**src/rtl/bm_dl_serial_nibble_adder_sequencer_pkg.sv**
```systemverilog
// Shared constants and types for the serial nibble adder sequencer.
// Holds the FSM state encoding and the nibble width.
package bm_dl_serial_nibble_adder_sequencer_pkg;

  localparam int NIB_W = 4;

  typedef enum logic [1:0] {
    IDLE = 2'd0,
    ADD  = 2'd1,
    DONE = 2'd2
  } seq_state_e;

  // Nibble counter width; a single-nibble build still needs one bit.
  function automatic int cnt_w(input int nibbles);
    return (nibbles > 1) ? $clog2(nibbles) : 1;
  endfunction

endpackage

```
**src/rtl/bm_dl_serial_nibble_adder_sequencer_if.sv**
```systemverilog
// Operand/result handshake bundle for the serial nibble adder sequencer.
// Width follows NIBBLES; the master drives operands and out_ready.
interface bm_dl_serial_nibble_adder_sequencer_if #(
  parameter int NIBBLES = 4
);
  localparam int W = 4 * NIBBLES;

  logic         in_valid;
  logic         in_ready;
  logic [W-1:0] x;
  logic [W-1:0] y;
  logic         carryin;
  logic         out_valid;
  logic         out_ready;
  logic [W-1:0] sum;
  logic         carryout;
  logic         busy;

  modport master (
    output in_valid, x, y, carryin, out_ready,
    input  in_ready, out_valid, sum, carryout, busy
  );

  modport slave (
    input  in_valid, x, y, carryin, out_ready,
    output in_ready, out_valid, sum, carryout, busy
  );

endinterface

```
**src/rtl/bm_dl_serial_nibble_adder_sequencer_nibble_adder4.sv**
```systemverilog
// Purely combinational 4-bit ripple-carry adder built from four full-adder cells.
module nibble_adder4 (
  input  logic [3:0] x,
  input  logic [3:0] y,
  input  logic       cin,
  output logic [3:0] s,
  output logic       cout
);

  logic [4:0] c;

  assign c[0] = cin;

  for (genvar i = 0; i < 4; i++) begin : g_fa
    assign s[i]   = x[i] ^ y[i] ^ c[i];
    assign c[i+1] = (x[i] & y[i]) | (c[i] & (x[i] ^ y[i]));
  end

  assign cout = c[4];

endmodule

```
**src/rtl/bm_dl_serial_nibble_adder_sequencer.sv**
```systemverilog
// Serial wide adder: streams one nibble per cycle through nibble_adder4, LSB first,
// chaining the carry through a register and presenting the assembled sum on a handshake.
module bm_dl_serial_nibble_adder_sequencer
  import bm_dl_serial_nibble_adder_sequencer_pkg::*;
#(
  parameter int NIBBLES = 4
) (
  input  logic clock,
  input  logic reset,
  bm_dl_serial_nibble_adder_sequencer_if.slave bus
);

  localparam int W  = NIB_W * NIBBLES;
  localparam int CW = cnt_w(NIBBLES);
  localparam logic [CW-1:0] CNT_LAST = CW'(NIBBLES - 1);

  seq_state_e        state;
  logic [W-1:0]      x_sh;
  logic [W-1:0]      y_sh;
  logic [W-1:0]      sum_sh;
  logic [W-1:0]      sum_nxt;
  logic              carry_r;
  logic [CW-1:0]     cnt;
  logic              cout_r;
  logic              ovld_r;
  logic [NIB_W-1:0]  s4;
  logic              c4;

  nibble_adder4 u_add (
    .x    (x_sh[NIB_W-1:0]),
    .y    (y_sh[NIB_W-1:0]),
    .cin  (carry_r),
    .s    (s4),
    .cout (c4)
  );

  // New nibble enters at the top; after NIBBLES shifts nibble 0 lands at the bottom.
  if (NIBBLES == 1) begin : g_one
    assign sum_nxt = s4;
  end else begin : g_many
    assign sum_nxt = {s4, sum_sh[W-1:NIB_W]};
  end

  always_ff @(posedge clock) begin
    if (reset) begin
      state   <= IDLE;
      x_sh    <= '0;
      y_sh    <= '0;
      sum_sh  <= '0;
      carry_r <= 1'b0;
      cnt     <= '0;
      cout_r  <= 1'b0;
      ovld_r  <= 1'b0;
    end else begin
      case (state)
        IDLE: begin
          if (bus.in_valid) begin
            x_sh    <= bus.x;
            y_sh    <= bus.y;
            carry_r <= bus.carryin;
            cnt     <= '0;
            state   <= ADD;
          end
        end
        ADD: begin
          x_sh    <= x_sh >> NIB_W;
          y_sh    <= y_sh >> NIB_W;
          sum_sh  <= sum_nxt;
          carry_r <= c4;
          if (cnt == CNT_LAST) begin
            cout_r <= c4;
            ovld_r <= 1'b1;
            state  <= DONE;
          end else begin
            cnt <= cnt + 1'b1;
          end
        end
        DONE: begin
          if (bus.out_ready) begin
            ovld_r <= 1'b0;
            state  <= IDLE;
          end
        end
        default: state <= IDLE;
      endcase
    end
  end

  assign bus.in_ready  = (state == IDLE) && !reset;
  assign bus.out_valid = ovld_r;
  assign bus.sum       = sum_sh;
  assign bus.carryout  = cout_r;
  assign bus.busy      = (state != IDLE);

endmodule

```
**src/flat_wrapper.sv**
```systemverilog
// flat-port wrapper written by rule: the top's interface ports become plain ports
module bm_dl_serial_nibble_adder_sequencer_flat import bm_dl_serial_nibble_adder_sequencer_pkg::*;
#(
  parameter int NIBBLES = 4
)
  (clock, reset, bus_in_valid, bus_x, bus_y, bus_carryin, bus_out_ready, bus_in_ready, bus_out_valid, bus_sum, bus_carryout, bus_busy);
  bm_dl_serial_nibble_adder_sequencer_if #(.NIBBLES(NIBBLES)) bus_i ();
  input  logic clock;
  input  logic reset;
  input wire logic [$bits(bus_i.in_valid)-1:0] bus_in_valid;
  input wire logic [$bits(bus_i.x)-1:0] bus_x;
  input wire logic [$bits(bus_i.y)-1:0] bus_y;
  input wire logic [$bits(bus_i.carryin)-1:0] bus_carryin;
  input wire logic [$bits(bus_i.out_ready)-1:0] bus_out_ready;
  output wire logic [$bits(bus_i.in_ready)-1:0] bus_in_ready;
  output wire logic [$bits(bus_i.out_valid)-1:0] bus_out_valid;
  output wire logic [$bits(bus_i.sum)-1:0] bus_sum;
  output wire logic [$bits(bus_i.carryout)-1:0] bus_carryout;
  output wire logic [$bits(bus_i.busy)-1:0] bus_busy;
  assign bus_i.in_valid = bus_in_valid;
  assign bus_i.x = bus_x;
  assign bus_i.y = bus_y;
  assign bus_i.carryin = bus_carryin;
  assign bus_i.out_ready = bus_out_ready;
  assign bus_in_ready = bus_i.in_ready;
  assign bus_out_valid = bus_i.out_valid;
  assign bus_sum = bus_i.sum;
  assign bus_carryout = bus_i.carryout;
  assign bus_busy = bus_i.busy;
  bm_dl_serial_nibble_adder_sequencer #(.NIBBLES(NIBBLES)) u_core (.clock(clock), .reset(reset), .bus(bus_i));
endmodule
```
**config.mk**
```make
export PLATFORM = sky130hd
export DESIGN_NAME = bm_dl_serial_nibble_adder_sequencer_flat
export DESIGN_NICKNAME = d
export VERILOG_FILES = /design/src/rtl/bm_dl_serial_nibble_adder_sequencer_pkg.sv /design/src/rtl/bm_dl_serial_nibble_adder_sequencer_if.sv /design/src/rtl/bm_dl_serial_nibble_adder_sequencer_nibble_adder4.sv /design/src/rtl/bm_dl_serial_nibble_adder_sequencer.sv /design/src/flat_wrapper.sv
export SDC_FILE = /design/constraint.sdc
export NUM_CORES = 1
export LEC_CHECK = 0
export CAP_MARGIN = 20
export CORE_MARGIN = 2
export CORE_UTILIZATION = 30
export DETAILED_ROUTE_END_ITERATION = 6
export GPL_TIMING_DRIVEN = 0
export PLACE_DENSITY_LB_ADDON = 0.25
export SLEW_MARGIN = 25
export SYNTH_ARGS = -nofsm -noshare
export SYNTH_HDL_FRONTEND = slang
export SYNTH_SLANG_ARGS = --single-unit
```
**constraint.sdc**
```tcl
create_clock -name clock -period 2.6 [get_ports clock]
set_input_delay 0.78 -clock clock [delete_from_list [all_inputs] [get_ports clock]]
set_output_delay 0.78 -clock clock [all_outputs]
set_load 0.03 [all_outputs]
```
; ---- Word level (Yosys, flattened, before mapping)
; Index checks and enable logic that the tools add are counted.
[totals]
ramBits = 0
wordCells = 63
output_inout_bits = 20
n_memories = 0
mem_bits_ro = 0
inputBits = 37
regBits = 55
latchBits = 0
[classes]
shifts = 0
mux = 16
reduce_logical = 11
n_div = 0
eq_ne = 7
n_addsub = 1
bitwise = 20
multipliers = 0
order_cmp = 0
[ops]
columns = cell, n
row1 = 16-bit case mux with 2 select lines, 2
row2 = 16-bit two-way mux, 2
row3 = 2-bit two-way mux, 5
row4 = 3-bit AND reduction, 3
row5 = 1-bit bitwise AND, 8
row6 = 1-bit bitwise XOR, 8
row7 = 2-bit != test (second input constant), 3
row8 = 2-bit case mux with 3 select lines, 1
row9 = 2-bit nonzero test, 3
row10 = 2-bit equality test (second input constant), 2
row11 = 1-bit bitwise OR, 4
row12 = 1-bit case mux with 2 select lines, 2
row13 = 2-bit case mux with 2 select lines, 1
row14 = 2-bit AND reduction, 2
row15 = 1-bit two-way mux, 3
row16 = 2-bit by 1-bit adder with 2-bit output (second input constant), 1
row17 = 2-bit by 1-bit equality test with 1-bit output (second input constant), 1
row18 = 2-bit zero test, 1
row19 = 2-bit by 1-bit != test with 1-bit output (second input constant), 1
row20 = 1-bit logical AND, 1
row21 = 1-bit zero test, 1

; ---- Logic depth before layout (Yosys ltp)
; Gate-level depths: netlist of the first run.
[depth]
depth_word = 10
depth_mapped = 9
ltp_nobuf = 9

; ---- Modules after synthesis
; From an unflattened synthesis of the first run, not the netlist that was laid out.
[hier_totals]
hier_cells = 284
area_unflattened_um2 = 2482.4
[by_module_without_submodules]
columns = mod, seq_area_each_um2, cells_each, n_inst, area_each_um2
row1 = bm_dl_serial_nibble_adder_sequencer, 1101.1, 270, 1, 2364.8
row2 = nibble_adder4, 0.0, 14, 1, 117.6

; ---- Least setup slack after synthesis of the first run
; OpenSTA, ideal clock, no wires.
[synth_path]
path_kind = input to output
from = input port reset
to = output port bus_in_ready
path_slack_ns = 0.222
t_required_ns = 1.820
cell_stages = 3
t_arrival_ns = 1.598
n_path_buf = 2
cell_sequence = clkbuf_1 clkbuf_1 nor2_1
[synth_between]
elab_chain_cells = 2
[synth_lines]
columns = item, line_no
row1 = "start, declared", flat_wrapper.sv:9  ; input logic reset;
row2 = 1-bit zero test, bm_dl_serial_nibble_adder_sequencer.sv:89  ; assign bus.in_ready = (state == IDLE) && !reset;
row3 = 1-bit logical AND, bm_dl_serial_nibble_adder_sequencer.sv:89
row4 = "end, declared", flat_wrapper.sv:15  ; output wire logic [$bits(bus_i.in_ready)-1:0] bus_in_ready;
; Every way passes these cells.

; ---- Worst setup path after layout of the first run
; Same ends and word-level chain as after synthesis.

==> key figures, run 1 <==
Worst setup path
  • Crit Path Category: primary input to primary output
  • Setup crit start kind: primary input
  • CP Launch Point: reset
  • Crit path max-delay family: buffers and inverters
  • Crit path DAT: 1730 ps
  • Required @ worst endpoint: 1820 ps
  • CP Cell Sequence: clkdlybuf4s15_2 -> clkbuf_4 -> nor2_1 -> clkdlybuf4s15_2
  • Critical path's most frequent cell: clkdlybuf4s15_2
  • Crit path capture type: primary output
  • Largest stage delay, worst path: 300 ps
  • Worst R2R Start: u_core.x_sh[0]
  • Crit-path slowest cell: clkdlybuf4s15_2
  • Max FO, Critical Path: 11
  • Buf/Inv on CP: 3

Pwr
  • Internal power: 1.28 mW
  • Seq pwr share: 52.6%
  • Gate power share: 19.5%
  • Sw Share: 27.7%
  • Clock power share: 27.9%
  • P per Cell Area: 569 mW/mm2
  • Max VDD drop: 0.000236 V
  • Tot Pwr: 1.77 mW
  • Net Sw Power: 489 uW
  • P_leak: 1.17 nW

Timing
  • Final Hold Fails: 0
  • Final worst path period share: 96.6%
  • Clock skew: 13.7 ps
  • Fin Hold WS: 458 ps
  • RSZ-0062 raised after global routing: no
  • Achievable Freq: 0.398 GHz
  • Min cycle time layout: 2510 ps
  • Slew Viols, Final: 0
  • Slew @ Worst Pin: 509 ps
  • Worst slew margin: 66.1%
  • # setup viols final: 0

Global routing
  • GRT Overall Usage: 13.7%
  • Largest net degree at the start of global routing: 17
  • Total grt overflow: 0
  • Vias in the first global route: 1950
  • Initial antenna violation count: 0
  • Global-route wire length before repair: 9450 um

Detailed routing
  • Routed Antenna Nets: 0
  • Vias: 2056
  • DR DRC count: 0
  • Overall routed net length: 5660 um
  • Count of TritonRoute iterations in the first routing pass: 4
  • Via density: 4.69
  • WL/cell: 12.9 um
  • Initial DRC Count: 78

Layout
  • Post-layout instance area: 0.00310 mm2
  • Layout cells sized above 1: 10.1%
  • Fin nets: 377
  • Area Overhead vs Synth: 33.9%
  • Antenna cells: 0

Placed design
  • PortBufs: 56
  • Dpl hpwl: 4070 um
  • Post-DP Area: 0.00301 mm2
  • RePlAce Congestion: 0.810

Floorplanning
  • Initial cell density of the core: 30.5%
  • Ports: 57
  • Row count: 32
  • Die area: 0.00845 mm2
  • Core ar.: 0.00761 mm2
  • Die span in y: 91.9 um
  • Die width: 91.9 um

Yosys
  • Seq/Total Area, Yosys: 47.5%
  • Mean Syn Cell Area: 8.49 um2
  • Post-synthesis cell type count: 30
  • Ys async rst share: 0%
  • Top-area cell type share of the netlist area: 47.5%
  • Commonest cells post-synth: dfxtp_1 (55), nand2_1 (55), a21oi_1 (50)
  • Syn_nets: 315
  • Synth top area cells: dfxtp_1 (47%), a21oi_1 (11%), nand2_1 (8.9%)
  • Synth Instances: 273
  • #FFs+latches synth: 55
  • Synth area leader: dfxtp_1
  • Post-synth EDFFs: 0
  • Synth Warn #: 0
  • Prevailing post-synth register cell: dfxtp_1
  • Cell Area, Synth: 0.00232 mm2

Clock tree
  • Clock Latency Late Sink: 310 ps
  • Clock root buffer: clkbuf_8
  • Clock-pin slew on the worst setup and hold paths: 90 ps
  • CTS tree: built
  • H-Tree Depth: 2
  • CTS buffer count: 5
  • Clock Path Buffers: 2
  • Post-CTS Hold Buffers: 0
  • Clock sink total: 55

Outcome
  • Status: completed

Worst hold path
  • Min-Delay Path Class: flop to flop
  • HP Start: u_core.bus.sum[0]

Run
  • MaxCap Viol Count: 0
## placed cells by master, fill, tap and decap left out, types with 2 or more instances in the layout
master	instances
nor3b_1	2
nand2_1	55
clkbuf_8	6
dfxtp_1	55
buf_2	8
nor2b_1	2
buf_6	4
a221oi_1	4
fa_1	4
buf_4	5
o21ai_0	11
clkdlybuf4s50_1	54
a21oi_1	50
inv_1	8
a22oi_1	8
clkdlybuf4s15_2	2
nor2_1	25
a211oi_1	13
clkbuf_1	4
## power by group through the flow
stage / clock network [mW] / logic (mW) / registers, mW
finish: 0.493 / 0.344 / 0.929
global route: 0.542 / 0.382 / 0.936
CTS: 0.505 / 0.348 / 0.929
detailed placement: 0 / 0.347 / 0.948
global placement: 0 / 0.343 / 0.947
floorplan: 0 / 0.196 / 0.959
## sequential cells by signal, summed over array words and instances, names as in the netlist
name,count
u_core.bus.out_valid,1
u_core.carry_r,1
u_core.x_sh,16
u_core.bus.sum,16
u_core.cnt,2
u_core.y_sh,16
u_core.state,2
u_core.bus.carryout,1
## per-stage QoR
step	instances	setup TNS, ps	worst slack (ps)	util [%]
after floorplan	273	0	222	-
after global placement	431	-1030	-1030	39.5
after detailed placement	431	-1060	-1060	39.5
after CTS	438	0	63.0	40.8
after global routing	438	0	6.27	40.8
final	438	0	88.1	40.8
## routing by layer
layer  GRT usage (%)  routed length [um]  vias to the layer above
li1                -                   -                     1055
met1            19.5                2740                      932
met2            21.5                2560                       60
met3            2.79                 312                        9
met4            2.99                  49                        0
met5               0                   0                        -
## what timing repair did
action                                  in CTS  in global routing
resized for setup                            8                  0
endpoints found under the setup margin       1                  0
setup buffers                                0                  0
## cell families (layout without fill, tap and decap cells)
group / count (synthesis) / after routing / synth area share [%]
buffers and inverters: 31 / 94 / 7.56
flip-flops: 55 / 55 / 47.5
AO/OA/AOI/OAI: 93 / 93 / 24.6
AND/OR/NAND/NOR: 89 / 89 / 16.4
adder cells (fa/ha/maj): 5 / 5 / 3.99
## area by class of cell
class	instances	area, um2
fillers	783	4500
multi-input cells	187	1040
inverters	8	30.0
clock inverters	1	8.76
repair buffers	56	563
well taps	102	128
clock buffers	7	86.3
flip-flops and latches	55	1100
plain buffers	22	145
## path summary, 6_finish.rpt
kind / end / slack, ps / cells after the start
worst max-delay path: bus_in_ready / 90 / 4
worst min-delay path: u_core.bus.sum[0] / 460 / 2
worst min register to register: u_core.bus.sum[0] / 460 / 2
worst max register to register: u_core.bus.sum[15] / 410 / 8
## worst min-delay path, cell delays in order, from the launching register on
cell and delay [ps]:
dfxtp_1 320, nand2_1 50, a21oi_1 50
Note: power is estimated with default switching activity, not from simulation.
==> run 2: changes to the inputs <==
- HOLD_SLACK_MARGIN: not set -> 0.06
==> results of run 2 <==
The final DEF is identical to that of run 1; final timing and power are the same.
